<file path="src/rtl/cus19_pkg.sv">
//------------------------------------------------------------------------------
// Module   : cus19_pkg
// Brief    : Custom-19 ISA decode constants and the registered control bundle.
//            Optional macro CUS19_CU_ILLEGAL_FLAG_EN adds an illegal-op flag.
// Revision : 1.0
//------------------------------------------------------------------------------
`default_nettype none

package cus19_pkg;

   localparam logic [2:0] OP_R = 3'b000;
   localparam logic [2:0] OP_M = 3'b001;
   localparam logic [2:0] OP_J = 3'b010;
   localparam logic [2:0] OP_B = 3'b011;
   localparam logic [2:0] OP_S = 3'b100;

   localparam logic [3:0] F_STORE = 4'd0;
   localparam logic [3:0] F_LOAD  = 4'd1;
   localparam logic [3:0] F_JUMP  = 4'd0;
   localparam logic [3:0] F_CALL  = 4'd1;
   localparam logic [3:0] F_RET   = 4'd2;
   localparam logic [3:0] F_BEQ   = 4'd0;
   localparam logic [3:0] F_BNE   = 4'd1;
   localparam logic [3:0] F_ENC   = 4'd0;
   localparam logic [3:0] F_DEC   = 4'd1;

   localparam logic [2:0] PC_INC  = 3'b000;
   localparam logic [2:0] PC_JMP  = 3'b001;
   localparam logic [2:0] PC_CALL = 3'b010;
   localparam logic [2:0] PC_RET  = 3'b011;
   localparam logic [2:0] PC_BR   = 3'b100;

   typedef struct packed {
      logic       alu_en;
      logic       mem_rd;
      logic       mem_wr;
      logic       reg_wr;
      logic       wr_back_sel;
      logic [2:0] pc_src;
      logic       branch_en;
      logic       start;
      logic       mode_enc_dec;
`ifdef CUS19_CU_ILLEGAL_FLAG_EN
      logic       illegal_op;
`endif
   } ctrl_t;

endpackage

`default_nettype wire

</file>
<file path="src/rtl/cus19_decode_comb.sv">
//------------------------------------------------------------------------------
// Module   : cus19_decode_comb
// Brief    : Purely combinational opcode/funct decode into the control bundle.
//            Macro CUS19_CU_ILLEGAL_FLAG_EN enables the illegal-op field.
// Revision : 1.0
//------------------------------------------------------------------------------
`default_nettype none

module cus19_decode_comb
   import cus19_pkg::*;
(
   input  logic [2:0] i_opcode,
   input  logic [3:0] i_funct,
   output ctrl_t      o_ctrl
);

   logic w_legal;

   always_comb begin
      o_ctrl  = '0;
      w_legal = 1'b1;
      case (i_opcode)
         OP_R: begin
            o_ctrl.alu_en = 1'b1;
            o_ctrl.reg_wr = 1'b1;
         end
         OP_M: begin
            case (i_funct)
               F_STORE: o_ctrl.mem_wr = 1'b1;
               F_LOAD: begin
                  o_ctrl.mem_rd      = 1'b1;
                  o_ctrl.reg_wr      = 1'b1;
                  o_ctrl.wr_back_sel = 1'b1;
               end
               default: w_legal = 1'b0;
            endcase
         end
         OP_J: begin
            case (i_funct)
               F_JUMP: o_ctrl.pc_src = PC_JMP;
               F_CALL: begin
                  o_ctrl.pc_src = PC_CALL;
                  o_ctrl.mem_wr = 1'b1;
               end
               F_RET: begin
                  o_ctrl.pc_src = PC_RET;
                  o_ctrl.mem_rd = 1'b1;
               end
               default: w_legal = 1'b0;
            endcase
         end
         OP_B: begin
            if (i_funct == F_BEQ || i_funct == F_BNE) begin
               o_ctrl.alu_en    = 1'b1;
               o_ctrl.branch_en = 1'b1;
               o_ctrl.pc_src    = PC_BR;
            end else begin
               w_legal = 1'b0;
            end
         end
         OP_S: begin
            if (i_funct == F_ENC || i_funct == F_DEC) begin
               o_ctrl.start        = 1'b1;
               o_ctrl.mode_enc_dec = i_funct[0];
            end else begin
               w_legal = 1'b0;
            end
         end
         default: w_legal = 1'b0;
      endcase
`ifdef CUS19_CU_ILLEGAL_FLAG_EN
      o_ctrl.illegal_op = ~w_legal;
`endif
   end

`ifndef CUS19_CU_ILLEGAL_FLAG_EN
   // Legality is only consumed when the flag output is built.
   logic w_unused;
   assign w_unused = w_legal;
`endif

endmodule

`default_nettype wire

</file>
<file path="src/rtl/cus19_control_unit.sv">
//------------------------------------------------------------------------------
// Module   : cus19_control_unit
// Brief    : Custom-19 main decoder; registers the decoded bundle (1-cycle
//            latency). Macro CUS19_CU_ILLEGAL_FLAG_EN adds illegal_op_out.
// Revision : 1.0
//------------------------------------------------------------------------------
`default_nettype none

module cus19_control_unit
   import cus19_pkg::*;
(
   input  logic       clk_in,
   input  logic       rst_in,
   input  logic [2:0] opcode_in,
   input  logic [3:0] funct_in,
   output logic       alu_en_out,
   output logic       mem_rd_out,
   output logic       mem_wr_out,
   output logic       reg_wr_out,
   output logic       wr_back_sel_out,
   output logic [2:0] pc_src_out,
   output logic       branch_en_out,
   output logic       start_out,
`ifdef CUS19_CU_ILLEGAL_FLAG_EN
   output logic       illegal_op_out,
`endif
   output logic       mode_enc_dec_out
);

   ctrl_t w_ctrl;
   ctrl_t r_ctrl;

   cus19_decode_comb u_decode (
      .i_opcode (opcode_in),
      .i_funct  (funct_in),
      .o_ctrl   (w_ctrl)
   );

   always_ff @(posedge clk_in or posedge rst_in) begin
      if (rst_in) r_ctrl <= '0;
      else        r_ctrl <= w_ctrl;
   end

   assign alu_en_out       = r_ctrl.alu_en;
   assign mem_rd_out       = r_ctrl.mem_rd;
   assign mem_wr_out       = r_ctrl.mem_wr;
   assign reg_wr_out       = r_ctrl.reg_wr;
   assign wr_back_sel_out  = r_ctrl.wr_back_sel;
   assign pc_src_out       = r_ctrl.pc_src;
   assign branch_en_out    = r_ctrl.branch_en;
   assign start_out        = r_ctrl.start;
   assign mode_enc_dec_out = r_ctrl.mode_enc_dec;
`ifdef CUS19_CU_ILLEGAL_FLAG_EN
   assign illegal_op_out   = r_ctrl.illegal_op;
`endif

   a_mem_excl: assert property (@(posedge clk_in) disable iff (rst_in)
      !(mem_rd_out && mem_wr_out));
   a_branch_pc: assert property (@(posedge clk_in) disable iff (rst_in)
      branch_en_out |-> (pc_src_out == PC_BR));
   a_start_nowr: assert property (@(posedge clk_in) disable iff (rst_in)
      start_out |-> (!reg_wr_out && !mem_wr_out));

endmodule

`default_nettype wire

</file>
<file path="config.mk">
export PLATFORM = sky130hd
export DESIGN_NAME = cus19_control_unit
export DESIGN_NICKNAME = d
export VERILOG_FILES = /design/src/rtl/cus19_pkg.sv /design/src/rtl/cus19_decode_comb.sv /design/src/rtl/cus19_control_unit.sv
export SDC_FILE = /design/constraint.sdc
export NUM_CORES = 1
export LEC_CHECK = 0
export CAP_MARGIN = 20
export CORE_UTILIZATION = 35
export DETAILED_ROUTE_END_ITERATION = 12
export PLACE_DENSITY = 0.71
export SLEW_MARGIN = 30
export SYNTH_ARGS = -nofsm -noshare
export SYNTH_HDL_FRONTEND = slang
export SYNTH_HIERARCHICAL = 1
export SYNTH_SLANG_ARGS = --single-unit
</file>
<file path="constraint.sdc">
create_clock -name clk_in -period 0.8 [get_ports clk_in]
set_clock_uncertainty 0.1 [all_clocks]
set_input_delay 0.08 -clock clk_in [delete_from_list [all_inputs] [get_ports clk_in]]
set_output_delay 0.08 -clock clk_in [all_outputs]
set_load 0.005 [all_outputs]
</file>
==> metrics.yaml <==
clocking:
  root_buffer: "clkbuf_4"
  htreeDepth: 1
  clock_path_buffers: 2
  cts_tree: "done"
  clk_pin_slew_ps: 60
  cts_made_buffers: 3
  clock_sink_count: 11
cells_and_area:
  nets: 81
  area_delta_synth_final_pct: 76.53
  utilization_pct: 70.73
  drive_gt1_share_pct: 69.01
  antenna_cells: 0
critical_path:
  critPathBufInv: 1
  path_cells: "buf_2"
  crit_fanout: 1
  crit_end: "pc_src_out[2]"
  slowest_stage: "dfrtp_1"
  critPathTopFamily: "flip-flops"
  cp.arrival_ps: 740
  cp.depth: 1
  worstPathRequired_ps: 620
  crit_type: "flop to output pin"
  crit_path_start_kind: "flop"
  end_kind: "output pin"
  cp-startpoint: "pc_src_out[2]"
  critical_path.max_stage_delay_ps: 360
placement:
  dp_hpwl_um: 759.2
  port_buffers: 19
  gp_congestion: 0.7301
routing:
  wl_mm: 1.062
  drc: 0
  dr_total_vias: 414
  viasPerCell: 4.871
  wl_per_cell_um: 12.49
  drt_first_pass_iters: 4
  drt_iter0_drc: 7
  ant_nets: 0
timing:
  hold_viol: 1
  fin_setup_tns_ps: -1492
  maxSlewHeadroom_pct: 81.18
  fmaxAchievable_ghz: 1.083
  period_minus_slack_ps: 923.6
  setup_viol_count_final: 16
  grt_setup_unrepaired: "yes"
  fin_crit_sh_pct: 115.4
  timing.final.ws_setup_ps: -123.6
  hold_slack_ps: -2.449
  final_max_slew_viol_count: 0
  worst_slew_pin_slew_ps: 281.7
logic_synthesis:
  synth.cell_area_sq_um: 469.2
  synth.most_common_cell: "dfrtp_1"
  synth_top_area_share_pct: 58.67
  ys_seq_area_share_pct: 58.67
  synth-async-reset-ratio_pct: 100.0
  avgSynthCellArea_sq_um: 13.80
  yosysWarnings: 6
  yosys_register_bits: 11
  syn-num-nets: 43
  yosys-top-cells-area: "dfrtp_1, or4b_4, nand4bb_1"
  synthCells: 34
  ys_top_cells_by_count: "dfrtp_1, nor2_1, nand4bb_1, nor3_2, or4b_4"
  synthFlopType: "dfrtp_1"
  yosysTopAreaCell: "dfrtp_1"
  synth_edf_count: 0
  yosysUniqueCellTypes: 19
grt:
  overflow: 0
  grt_pass1_wl_mm: 1.731
  grt_pass1_vias: 414
  grt_antenna_before_repair: 0
  grtUsageTotal_pct: 18.33
  grt_max_degree: 12
die:
  fp.dieW_um: 38.62
  fp.dieH_um: 38.62
  placementRows: 12
  io_pins: 20
  dieArea_sq_mm: 0.001491
  core-area_sq_mm: 0.001171
  start_util_pct: 40.06
pwr:
  pwr_density_cell_mw_per_mm2: 1380
  ir_worst_vdd_mv: 0.8386
  cellLeakagePower_nw: 0.4032
  power.total_mw: 1.143
run:
  maxCapViolations: 0
run_status:
  status: "finished, violations left"
  violations: "negative hold slack, negative setup slack"
worst_hold_path:
  hp-class: "input port to flop"
## cell usage in the layout (no fill, tap or decap), drive strengths merged
cell           count
or3b               2
or4                1
nor2               3
nand3b             1
nand2b             1
dfrtp             11
o32ai              1
nor4               1
inv                1
clkdlybuf4s50      1
nor4b              1
nand4bb            2
a21oi              1
buf               32
a2111oi            1
a211oi             1
xnor2              1
clkbuf             5
or4b               2
nor3               2
## power by group
| part | internal (mW) | switching, mW |
|---|---|---|
| Sequential | 0.564 | 0.00156 |
| Clock | 0.192 | 0.159 |
| Combinational | 0.132 | 0.0937 |
| Total | 0.889 | 0.254 |
## final cells by class
class	instances	area, sq um
repair buffers	34	267.8
fillers	87	342.8
clock buffers	4	26.28
inverters	1	3.754
flip-flops and latches	11	275.3
well taps	14	17.52
multi-input cells	21	237.7
## routing by layer
layer  wire length [um]  up-vias  global-route usage [%]
met1                369      191                   18.18
met4                  0        0                   15.52
li1                   -      204                       -
met2                598       19                   32.92
met5                  0        -                       0
met3                 94        0                   2.312
## worst min path at each step
stage                            from         endpoint  slack, ps  depth (start not counted)
after floorplan                rst_in       alu_en_out       -170                          1
after global placement         rst_in        start_out        290                          3
after detailed placement       rst_in  wr_back_sel_out        300                          3
after CTS                 funct_in[1]        start_out        -20                          3
after global routing      funct_in[3]        start_out        0.5                          3
final                     funct_in[3]        start_out         -2                          3
## cells by family after synthesis
logic type | synth area share, %
buffers and inverters | 1.865
XOR/XNOR | 1.867
AND/OR/NAND/NOR | 30.14
AO/OA/AOI/OAI | 7.466
flip-flops | 58.67
## timing repair
action | 4_1_cts | 5_1_grt
gates resized for setup | 80 | 9
pin swaps | 6 | 6
hold endpoints to repair | 4 | 1
setup endpoints to repair | 22 | 20
setup buffers | 1 | 0
## sequential cells by signal, summed over array words and instances (netlist names)
register	cells
mem_rd_out	1
pc_src_out	3
start_out	1
mode_enc_dec_out	1
alu_en_out	1
branch_en_out	1
mem_wr_out	1
reg_wr_out	1
wr_back_sel_out	1
## metrics by stage
step / hold slack (ps) / instances / setup slack [ps] / area [sq um]
after floorplan: -167.6 / 34 / -212.7 / 489.2
after global placement: 287.9 / 80 / -731.8 / 799.5
after detailed placement: 296.6 / 80 / -788.2 / 799.5
after CTS: -19.46 / 85 / -129.4 / 794.5
after global routing: 0.4682 / 85 / -161.7 / 828.3
final: -2.449 / 85 / -123.6 / 828.3
(Power assumes the default switching activity.)
